<file path="src/rtl/piezo_tone_gen.sv">
// Note player for the piezo sound stage: accepts a note code, plays a square
// wave at its pitch for DUR_CYC cycles, then holds GAP_CYC cycles of silence.
module piezo_tone_gen #(
    parameter int FRQ     = 1_000_000,
    parameter int DUR_CYC = 10_000,
    parameter int GAP_CYC = 1_000
) (
    input  logic       clk,
    input  logic       rst,
    input  logic [3:0] note_code,
    input  logic       note_valid,
    output logic       note_ready,
    input  logic       stop,
    output logic       piezo,
    output logic       busy,
    output logic       note_done,
    output logic [3:0] cur_note
);

    localparam int HP_MAX  = FRQ / (2 * 262);
    localparam int CNT_MAX = (DUR_CYC > GAP_CYC)
                           ? ((DUR_CYC > HP_MAX) ? DUR_CYC : HP_MAX)
                           : ((GAP_CYC > HP_MAX) ? GAP_CYC : HP_MAX);
    localparam int CW = $clog2(CNT_MAX) + 1;

    localparam logic [CW-1:0] DUR_LAST = CW'(DUR_CYC - 1);
    localparam logic [CW-1:0] GAP_LAST = (GAP_CYC > 0) ? CW'(GAP_CYC - 1) : '0;

    typedef enum logic [1:0] {IDLE, PLAY, GAP} state_t;

    state_t        state, state_nxt;
    logic [CW-1:0] dur_cnt;
    logic [CW-1:0] hp_cnt;
    logic [CW-1:0] hp_last;
    logic          done_nxt;

    function automatic logic [CW-1:0] hp_of(input logic [3:0] code);
        case (code)
            4'd1:    hp_of = CW'(FRQ / (2 * 262));
            4'd2:    hp_of = CW'(FRQ / (2 * 294));
            4'd3:    hp_of = CW'(FRQ / (2 * 330));
            4'd4:    hp_of = CW'(FRQ / (2 * 349));
            4'd5:    hp_of = CW'(FRQ / (2 * 392));
            4'd6:    hp_of = CW'(FRQ / (2 * 440));
            4'd7:    hp_of = CW'(FRQ / (2 * 494));
            4'd8:    hp_of = CW'(FRQ / (2 * 523));
            default: hp_of = '0;
        endcase
    endfunction

    assign hp_last    = hp_of(cur_note) - 1'b1;
    assign busy       = (state != IDLE);
    assign note_ready = (state == IDLE) & ~stop & ~rst;

    always_comb begin
        state_nxt = state;
        done_nxt  = 1'b0;
        case (state)
            IDLE: if (note_valid && note_ready) state_nxt = PLAY;
            PLAY: begin
                if (stop) begin
                    state_nxt = IDLE;
                end else if (dur_cnt == DUR_LAST) begin
                    state_nxt = (GAP_CYC == 0) ? IDLE : GAP;
                    done_nxt  = (GAP_CYC == 0);
                end
            end
            GAP: begin
                if (stop) begin
                    state_nxt = IDLE;
                end else if (dur_cnt == GAP_LAST) begin
                    state_nxt = IDLE;
                    done_nxt  = 1'b1;
                end
            end
            default: state_nxt = IDLE;
        endcase
    end

    always_ff @(posedge clk) begin
        if (rst) begin
            state <= IDLE;
        end else begin
            state <= state_nxt;
        end
    end

    always_ff @(posedge clk) begin
        if (rst) begin
            dur_cnt   <= '0;
            hp_cnt    <= '0;
            piezo     <= 1'b0;
            note_done <= 1'b0;
            cur_note  <= '0;
        end else begin
            note_done <= done_nxt;
            if (state == IDLE) begin
                if (state_nxt == PLAY) begin
                    cur_note <= (note_code > 4'd8) ? 4'd0 : note_code;
                    dur_cnt  <= '0;
                    hp_cnt   <= '0;
                    piezo    <= 1'b0;
                end
            end else if (state_nxt != state) begin
                dur_cnt <= '0;
                hp_cnt  <= '0;
                piezo   <= 1'b0;
                if (state_nxt == IDLE) cur_note <= '0;
            end else begin
                dur_cnt <= dur_cnt + 1'b1;
                // Tone counter holds for the first PLAY cycle so the first
                // half-period spans HP+1 cycles from the accept edge.
                if (state == PLAY && cur_note != 4'd0 && dur_cnt != '0) begin
                    if (hp_cnt == hp_last) begin
                        hp_cnt <= '0;
                        piezo  <= ~piezo;
                    end else begin
                        hp_cnt <= hp_cnt + 1'b1;
                    end
                end
            end
        end
    end

endmodule

</file>
<file path="config.mk">
export PLATFORM = sky130hd
export DESIGN_NAME = piezo_tone_gen
export DESIGN_NICKNAME = d
export VERILOG_FILES = /design/src/rtl/piezo_tone_gen.sv
export SDC_FILE = /design/constraint.sdc
export NUM_CORES = 1
export LEC_CHECK = 0
export ABC_CLOCK_PERIOD_IN_PS = 2800
export BUFFER_PORTS_ARGS = -buffer_cell sky130_fd_sc_hd__buf_4
export CAP_MARGIN = 15
export CORE_UTILIZATION = 55
export DETAILED_ROUTE_END_ITERATION = 6
export GPL_TIMING_DRIVEN = 0
export PLACE_DENSITY = 0.83
export SETUP_SLACK_MARGIN = 0.3
export SLEW_MARGIN = 0
export SYNTH_ARGS = -nofsm -noshare
export SYNTH_HDL_FRONTEND = slang
export SYNTH_SLANG_ARGS = --single-unit
export TNS_END_PERCENT = 100
</file>
<file path="constraint.sdc">
create_clock -name clk -period 2.8 [get_ports clk]
set_input_delay 0.28 -clock clk [delete_from_list [all_inputs] [get_ports clk]]
set_output_delay 0.28 -clock clk [all_outputs]
set_load 0.05 [all_outputs]
</file>
==> results.md, run 1 <==
* Status: complete, no violations
* Post-DRT Antenna Nets at 0
* Post-synthesis mux area share at 0.0180
* Clk pwr share at 0.343
* Synthesized area at 2780 sq um
* # fillers at 307
* Final Cycle Share at 0.962
* Placer congestion estimate at 0.881
* Crit path arrival time at 2.94 ns
* # clock sinks at 47
* DRT Pass-1 Iters at 7
* Drt via density at 6.34
* RR Startpoint: dur_cnt[0]
* Final Cell Area at 3600 sq um
* Synth Instances at 346
* Tmin final at 2.69 ns
* Initial antenna violation count at 0
* Post-Synth Adder-Cell Area at 0.0450
* Kind of critical path: reg -> reg
* Synth unique cells at 53
* Core box area at 4790 sq um
* Nature of the critical path startpoint: flop
* Hold_sp: stop
* Die area at 5350 sq um
* Number of flops mapped to enable cells by yosys at 0
* Worst-margin pin slew at 0.640 ns
* Starting Density at 0.581
* Vias in the first global route at 2512
* Slowest stage cell on the critical path: dfxtp_4
* TNS Setup at 0 ns
* N_diodes at 0
* Switching share of total power at 0.285
* Largest family of logic cells by synthesized area: simple AND/OR/NAND/NOR gates
* Post-DP Area at 3020 sq um
* Inst Count DP at 428
* Internal at 1.11 mW
* Area Overhead vs Synth at 29.5%
* Hold Vio Cnt, Final at 0
* Hold Slack at 0.186 ns
* Clk_lat worst skew at 0.31 ns
* Yosys warns at 0
* Asr flop ratio synth at 0
* Synth top area cells: dfxtp_1 34%, nor2_1 6.9%, xnor2_1 5.0%
* Total GRT Usage at 0.293
* Crit path top cell by count: nor2_1
* CTS tree: built
* Fmax at 371 MHz
* Pleak at 1.36 nW
* Total Wirelength at 8570 um
* Ports at 16
* CTS max path bufs at 2
* Most frequent cells in the layout: 50 x nor2_1, 45 x buf_4, 32 x dfxtp_1
* Share of layout cells above drive strength 1 at 0.294
* Cells along the critical path: ha_4 -> and4b_1 -> nand4_1 -> a211oi_2 -> buf_4 -> nor2_1 -> a31oi_2 -> nor2_2 -> inv_2 -> ha_2 -> nor2_1 -> nor2_1 -> o21ai_1
* Root Buffer: clkbuf_8
* CP Capture Type: flop
* Post-Layout Cell Count at 465
* Crit path largest cell delay at 0.38 ns
* Routed via count at 2949
* Synth Area in Compound Gates at 0.159
* Port Buffers at 15
* Comb power frac at 0.205
* First-pass GRT wire length at 11900 um
* H-tree depth at 2
* Power Total at 1.55 mW
* Synth Net Count at 364
* Rel. slew slack at 0.568
* XOR/XNOR share of the synthesized area at 0.0881
* WL/cell at 18.4 um
* Most common cell after layout, fill and taps aside: nor2_1
* Largest net degree at the start of global routing at 15
* Max Cap Viol at 0
* Syn avg cell area at 8.04 sq um
* Final setup violation count at 0
* Worst slack at placement at -0.0718 ns
* Clock Skew at 0.0112 ns
* Utilization after layout at 0.753
* DRC at 0
* Buffers and inverters on the worst path at 2
* Area leader, netlist: dfxtp_1
* Fraction of the mapped netlist area in simple logic gates at 0.317
* CTS Hold Buffers Added at 0
* Top cell type's share of synthesized area at 0.338
* VDD IR max at 0.000358 V
* Crit. Startpoint: dur_cnt[0]
* CP top delay family: simple AND/OR/NAND/NOR gates
* CP Max Fanout at 7
* Ys flop type: dfxtp_1
* Final WS setup at 0.106 ns
* Congestion Overflow GR at 0
* Initial DRC Count at 204
* Unrepaired setup endpoints after global routing: true
* Required time worst endpoint at 3.05 ns
* Worst hold path type: in -> reg
* Die X at 73.1 um
* #FFs+latches synth at 47
* Site Rows at 25
* Psw at 0.441 mW
* Fin nets at 415
* Pins Over Slew Limit at 0
* Pwr/cell area at 430 nW/um^2
* Die height at 73.1 um
* Flop pwr share at 0.451
* Total CTS buffers at 5
* Clock Pin Slew Worst Setup and Hold Paths at 0.09 ns
* Seq/Total Area, Yosys at 0.338
* DP HPWL at 4610 um
==> cell usage after synthesis, types with 4 or more instances <==
library cell  instances
nand2b_1              6
and3_1                7
nor3_1               14
o21ai_1              10
nor4_1               10
a211oi_1              5
a311oi_1              5
mux2i_1               5
dfxtp_1              47
a21oi_1              19
ha_1                 10
a21o_1                5
nand3_1              14
nand4_1               7
inv_1                12
nor2_1               51
xnor2_1              16
xor2_1               12
nand2_1              24
clkbuf_1              9
a31oi_1               4
==> kinds of logic after synthesis <==
group | Yosys count
xor+xnor | 28
flops | 47
compound gates | 65
mux | 5
buf+inv | 25
simple gates | 166
fa+ha+maj | 10
==> area by class of cell <==
type	instances	area, sq um	share of cell area
Multi-Input combinational cell	274	1960	0.544
Clock inverter	2	35.0	0.00972
Tap cell	67	83.8	0.0233
Sequential cell	47	977	0.271
Timing Repair Buffer	44	343	0.0951
Inverter	13	48.8	0.0135
Clock buffer	6	82.6	0.0229
Buffer	12	73.8	0.0205
==> path summary, 6_finish.rpt <==
kind                endpoint  slack [ns]  cells after the start
hold reg to reg   dur_cnt[0]        0.48                      1
hold / removal      state[1]        0.19                      2
setup / recovery        flop        0.11                     13
setup reg to reg        flop        0.11                     13
==> what timing repair did <==
action                                  in CTS  in global routing
cloned                                       0                  0
buffers inserted                            19                 10
resized for setup                           34                 30
endpoints found under the setup margin      37                 34
pin swaps                                   13                  9
hold endpoints to repair                     0                  0
==> per-layer routing <==
layer	routed length, um	track usage	vias to the layer above
met5	0	0	-
met4	381	0.111	0
met3	636	0.0497	48
met2	4170	0.498	187
met1	3380	0.368	1359
li1	-	-	1355
==> power groups by stage <==
| stage | registers, mW | clock network [mW] | logic (mW) |
|---|---|---|---|
| 2_1_floorplan | 0.715 | 0 | 0.167 |
| 3_3_place_gp | 0.713 | 0 | 0.215 |
| 3_5_place_dp | 0.714 | 0 | 0.222 |
| 4_1_cts | 0.698 | 0.527 | 0.261 |
| 5_1_grt | 0.701 | 0.557 | 0.337 |
| 6_report | 0.699 | 0.532 | 0.318 |
(Power assumes the default switching activity.)
==> run 2, diff against run 1 <==
- RECOVER_POWER: not set -> 100
==> run 2 against run 1 <==
Cell count is the same. Die area stayed put. Global-route usage did not move. Hold slack lost 0.00097 ns. Highest routed layer unchanged. First-iteration DRC count grew 1.5%. Setup slack better by 0.030 ns. Wire length shrank 0.12%. Largest power group unchanged. Clock-buffer cell count stayed put. Non-clock buffer count stayed put. Via count down 0.58%.
==> results.md, run 2 (synthesis gave the netlist of run 1 again) <==
* Routed via count at 2932 (-0.58%)
* Clock Pin Slew Worst Setup and Hold Paths at 0.10 ns (about the same)
* Crit. Startpoint: dur_cnt[0]
* Initial DRC Count at 207 (+1.5%)
* Total CTS buffers at 5 (unchanged)
* RR Startpoint: dur_cnt[0]
* Final setup violation count at 0 (unchanged)
* Clock Skew at 0.0134 ns (+0.00216 ns)
* Total GRT Usage at 0.293 (unchanged)
* Register Area at 977 sq um (unchanged)
* CTS max path bufs at 2 (unchanged)
* Hold Slack at 0.185 ns (-0.000967 ns)
* Root Buffer: clkbuf_8
* TNS Setup at 0 ns (unchanged)
* DP HPWL at 4610 um (unchanged)
* Pwr/cell area at 435 nW/um^2 (+1.2%)
* Placer congestion estimate at 0.881 (unchanged)
* Crit path arrival time at 2.91 ns (-0.03 ns)
* Die area at 5350 sq um (unchanged)
* # fillers at 321 (+4.6%)
* Tmin final at 2.66 ns (-0.0298 ns)
* N_diodes at 0 (unchanged)
* Most common cell after layout, fill and taps aside: nor2_1
* VDD IR max at 0.000358 V (about the same)
* Die X at 73.1 um (unchanged)
* Most frequent cells in the layout: 50 x nor2_1, 36 x buf_4, 32 x dfxtp_1
* Die height at 73.1 um (unchanged)
* Starting Density at 0.581 (unchanged)
* Max Cap Viol at 0 (unchanged)
* Comb power frac at 0.204 (about the same)
* Slowest stage cell on the critical path: dfxtp_4
* Worst hold path type: in -> reg
* Clk_lat worst skew at 0.32 ns (about the same)
* Total Wirelength at 8560 um (-0.12%)
* Wire length on met1 at 3380 um (about the same)
* Hold depth at 2 (unchanged)
* # clock sinks at 47 (unchanged)
* Site Rows at 25 (unchanged)
* H-tree depth at 2 (unchanged)
* Largest net degree at the start of global routing at 15 (unchanged)
* Internal at 1.10 mW (-0.32%)
* Multi-input gate area at 1950 sq um (-0.77%)
* DRT Pass-1 Iters at 5 (-2)
* Pleak at 1.32 nW (-2.8%)
* Unrepaired setup endpoints after global routing: true
* Area Overhead vs Synth at 27.8%
* CP Max Fanout at 7 (unchanged)
* Congestion Overflow GR at 0 (unchanged)
* Kind of critical path: reg -> reg
* First-pass GRT wire length at 11900 um (unchanged)
* Hold Vio Cnt, Final at 0 (unchanged)
* Nature of the critical path startpoint: flop
* Final Cycle Share at 0.951 (-0.0107)
* Flop pwr share at 0.452 (about the same)
* R2R setup slack at 0.14 ns (+0.03 ns)
* Crit path top cell by count: nor2_1
* Status: complete, no violations
* Reg2Reg Depth at 13 (unchanged)
* WL/cell at 18.4 um (-0.12%)
* Port Buffers at 15 (unchanged)
* Required time worst endpoint at 3.05 ns (about the same)
* Hold_sp: stop
* Psw at 0.442 mW (+0.14%)
* Pins Over Slew Limit at 0 (unchanged)
* Fmax at 375 MHz (+1.1%)
* Met3 routed WL at 656 um (+3.1%)
* Crit path largest cell delay at 0.38 ns (about the same)
* Initial antenna violation count at 0 (unchanged)
* Rel. slew slack at 0.561 (-0.00713)
* Metal2 WL at 4120 um (-1.2%)
* Worst-margin pin slew at 0.651 ns (+0.0106 ns)
* Cells along the critical path: ha_4 -> and4b_1 -> nand4_1 -> a211oi_2 -> buf_4 -> nor2_1 -> a31oi_2 -> nor2_2 -> inv_2 -> ha_2 -> nor2_1 -> nor2_1 -> o21ai_1
* Drt via density at 6.31 (-0.58%)
* CTS tree: built
* Switching share of total power at 0.286 (+0.000941)
* DR top layer: met4
* Power Total at 1.55 mW (-0.19%)
* Core box area at 4790 sq um (unchanged)
* Clk pwr share at 0.344 (about the same)
* Share of layout cells above drive strength 1 at 0.269 (-0.0251)
* Ports at 16 (unchanged)
* CP Capture Type: flop
* DRC at 0 (unchanged)
* Post-DRT Antenna Nets at 0 (unchanged)
* Vias in the first global route at 2512 (unchanged)
* Fin nets at 415 (unchanged)
[run 2: cell count changes in the layout (fill, tap and decap cells not counted)]
cell / delta
buf_4: -9
clkbuf_1: +9
o21ai_0: +1
nor4_4: -1
o21ai_1: -1
nor4_1: +1
[run 2: worst max-delay path, delay by kind of cell, from the launching register on]
| family | cells | cell delay [ns] |
|---|---|---|
| and+or+nand+nor | 6 | 0.82 |
| AOI/OAI and AO/OA | 3 | 0.66 |
| adders and majority gates | 2 | 0.43 |
| DFF | 1 | 0.38 |
| buffers and inverters | 2 | 0.29 |
[run 2: repair_timing]
item | 4_1_cts | 5_1_grt
pin swaps | 13 | 9
setup buffers | 19 | 10
endpoints found under the setup margin | 37 | 34
hold buffers | 0 | 0
resized for setup | 34 | 30
[run 2: layout make-up]
class / count / area share
plain buffers: 12 / 0.0208
inverters: 13 / 0.0137
repair buffers: 44 / 0.0869
flip-flops and latches: 47 / 0.275
clock inverters: 2 / 0.00985
clock buffers: 6 / 0.0232
well taps: 67 / 0.0236
multi-input cells: 274 / 0.547
[run 2: through the flow]
stage	instances	instance area [sq um]	utilization	setup WS [ns]
6_report	465	3560	0.743	0.136
2_1_floorplan	346	2820	-	0.310
3_3_place_gp	428	3020	0.631	-0.0266
4_1_cts	455	3420	0.714	0.289
5_1_grt	465	3560	0.743	-0.00297
3_5_place_dp	428	3020	0.631	-0.0718
[run 2: how the worst min path moves through the flow]
stage                     slack (ns)          to
after floorplan                 0.36    state[0]
after global placement          0.47  dur_cnt[0]
after detailed placement        0.47  dur_cnt[0]
after CTS                       0.19    state[1]
after global routing            0.19    state[1]
final                           0.19    state[1]
[run 2: power by group through the flow]
stage / clock network [mW] / registers (mW) / logic, mW
finish: 0.532 / 0.699 / 0.315
global route: 0.557 / 0.701 / 0.334
CTS: 0.527 / 0.698 / 0.261
detailed placement: 0 / 0.714 / 0.222
global placement: 0 / 0.713 / 0.215
floorplan: 0 / 0.715 / 0.167
[run 2: metal layers]
metal / up-vias / track usage
met5: - / 0
met4: 0 / 0.111
met3: 51 / 0.0497
met2: 174 / 0.498
met1: 1351 / 0.368
li1: 1356 / -
==> run 3, diff against run 2 <==
- BUFFER_PORTS_ARGS: -buffer_cell sky130_fd_sc_hd__buf_4 -> not set
- CORE_UTILIZATION: 55 -> 57
- DONT_BUFFER_PORTS: not set -> 1
- PLACE_DENSITY: 0.83 -> 0.82
==> run 3 against run 2 <==
The run now ends with negative setup slack left. Non-clock buffer count shrank 1. Total power is 3.2% lower. Sequential power hardly changed. Wire length up 29%. Clock-buffer cell count unchanged. Largest cell class unchanged.
==> results.md, run 3 (synthesis gave the netlist of run 1 again) <==
* CP Max Fanout at 9 (+2)
* Final WS setup at -0.200 ns (-0.337 ns)
* Die height at 71.9 um (-1.7%)
* First-pass GRT wire length at 13600 um (+14%)
* Fmax at 333 MHz (-11%)
* Max Cap Viol at 0 (unchanged)
* Site Rows at 25 (unchanged)
* Fin nets at 414 (-0.24%)
* Hold Slack at 0.0108 ns (-0.175 ns)
* # fillers at 276 (-14%)
* VDD IR max at 0.000290 V (-19%)
* Clock Skew at 0.0241 ns (+0.0107 ns)
* Kind of critical path: reg -> reg
* Starting Density at 0.589 (+0.00770)
* Post-Layout Cell Count at 464 (-0.22%)
* Port Buffers at 0 (-15)
* Hold depth at 1 (-1)
* Tmin final at 3.00 ns (+0.337 ns)
* Root Buffer: clkbuf_8
* Clock Pin Slew Worst Setup and Hold Paths at 0.11 ns (about the same)
* Nature of the critical path startpoint: flop
* Crit path arrival time at 3.19 ns (+0.28 ns)
* Drt via density at 7.06 (+12%)
* Area Overhead vs Synth at 35.4%
* Required time worst endpoint at 2.99 ns (-0.06 ns)
* Pins Over Slew Limit at 0 (unchanged)
* Congestion Overflow GR at 0 (unchanged)
* CP Capture Type: flop
* Violated checks: negative setup slack
* Die area at 5170 sq um (-3.4%)
* Hold Vio Cnt, Final at 0 (unchanged)
* Rel. slew slack at 0.548 (-0.0127)
* Clk_lat worst skew at 0.33 ns (about the same)
* Final setup violation count at 1 (+1)
* Worst-margin pin slew at 0.677 ns (+0.0266 ns)
* Most common cell after layout, fill and taps aside: nor2_1
* Total GRT Usage at 0.344 (+0.0511)
* Power Total at 1.50 mW (-3.2%)
* Worst hold path type: in -> reg
* DP HPWL at 4580 um (-0.77%)
* Routed via count at 3278 (+12%)
* TNS Setup at -0.200 ns (-0.200 ns)
* CTS max path bufs at 2 (unchanged)
* Ports at 16 (unchanged)
* Placer congestion estimate at 0.883 (+0.30%)
* N_diodes at 0 (unchanged)
* # clock sinks at 47 (unchanged)
* Post-DRT Antenna Nets at 0 (unchanged)
* CTS Hold Buffers Added at 0 (unchanged)
* Final Cycle Share at 1.07 (+0.120)
* WL/cell at 23.7 um (+29%)
* DRC at 0 (unchanged)
* H-tree depth at 2 (unchanged)
* DRT Pass-1 Iters at 5 (unchanged)
* Worst slack at placement at -0.210 ns (-0.138 ns)
* Inst Count DP at 414 (-3.3%)
* Die X at 71.9 um (-1.7%)
* Share of layout cells above drive strength 1 at 0.340 (+0.0712)
* Most frequent cells in the layout: 43 x nor2_1, 35 x buf_4, 28 x dfxtp_1
* Largest net degree at the start of global routing at 16 (+1)
* Vias in the first global route at 2836 (+13%)
* Initial antenna violation count at 0 (unchanged)
* Unrepaired setup endpoints after global routing: true
* Core box area at 4720 sq um (-1.3%)
* Pleak at 1.36 nW (+2.9%)
* Total CTS buffers at 5 (unchanged)
* CTS tree: built
* Status: finished with violations
* Total Wirelength at 11000 um (+29%)
* Reg2Reg Depth at 11 (-2)
* Pwr/cell area at 397 nW/um^2 (-8.6%)
* Initial DRC Count at 369 (+78%)
## run 3: changes by cell type in the layout (fill, tap and decap cells not counted), moves of 3 or more
cell | previous run | this run
o21ai_1 | 9 | 6
dfxtp_4 | 7 | 10
clkbuf_4 | 0 | 3
nor4_1 | 7 | 4
nor2_1 | 50 | 43
o21ai_0 | 2 | 5
ha_4 | 1 | 4
buf_6 | 1 | 5
dfxtp_1 | 32 | 28
clkbuf_1 | 14 | 7
nor2_2 | 1 | 6
## run 3: path summary, 6_finish.rpt
check / start / end / slack, ns
setup / recovery: dur_cnt[5] / flop / -0.20
hold / removal: stop / state[0] / 0.01
setup reg to reg: dur_cnt[5] / flop / -0.20
hold reg to reg: dur_cnt[9] / dur_cnt[9] / 0.52
## run 3: timing repair
| item | CTS | global route |
|---|---|---|
| setup endpoints to repair | 37 | 38 |
| pin swaps | 24 | 21 |
| endpoints found under the hold margin | 0 | 0 |
| gates cloned | 0 | 1 |
| gates resized for setup | 66 | 57 |
| buffers inserted | 27 | 14 |
## run 3: metal layers
layer	global-route usage	part of all wire
met1	0.384	0.33
met2	0.597	0.46
met3	0.0619	0.11
met4	0.227	0.098
met5	0	0
## run 3: report_power, final
group / switching [mW] / internal (mW)
Sequential: 0.0265 / 0.674
Combinational: 0.192 / 0.160
Clock: 0.264 / 0.180
## run 3: final cells by class
cell class,instances,area (sq um),share of cell area
Clock inverter,2,17.5,0.00465
Buffer,12,91.3,0.0242
Multi-Input combinational cell,274,2110,0.561
Sequential cell,47,990,0.263
Tap cell,67,83.8,0.0222
Timing Repair Buffer,43,352,0.0933
Clock buffer,6,72.6,0.0193
Inverter,13,48.8,0.0129
## run 3: critical path, stage by stage, from the launching register on
cell      delay [ns]
dfxtp_1         0.34
clkbuf_4        0.20
and4b_1         0.34
nand4_1         0.26
a211oi_4        0.34
buf_8           0.18
nand2b_4        0.15
a21oi_4         0.09
buf_6           0.17
ha_4            0.19
a221oi_4        0.42
o21ai_1         0.18
## run 3: per-stage QoR
step	instance area (sq um)	utilization
2_1_floorplan	2820	-
3_3_place_gp	2910	0.615
3_5_place_dp	2910	0.617
4_1_cts	3470	0.734
5_1_grt	3770	0.798
6_report	3770	0.798
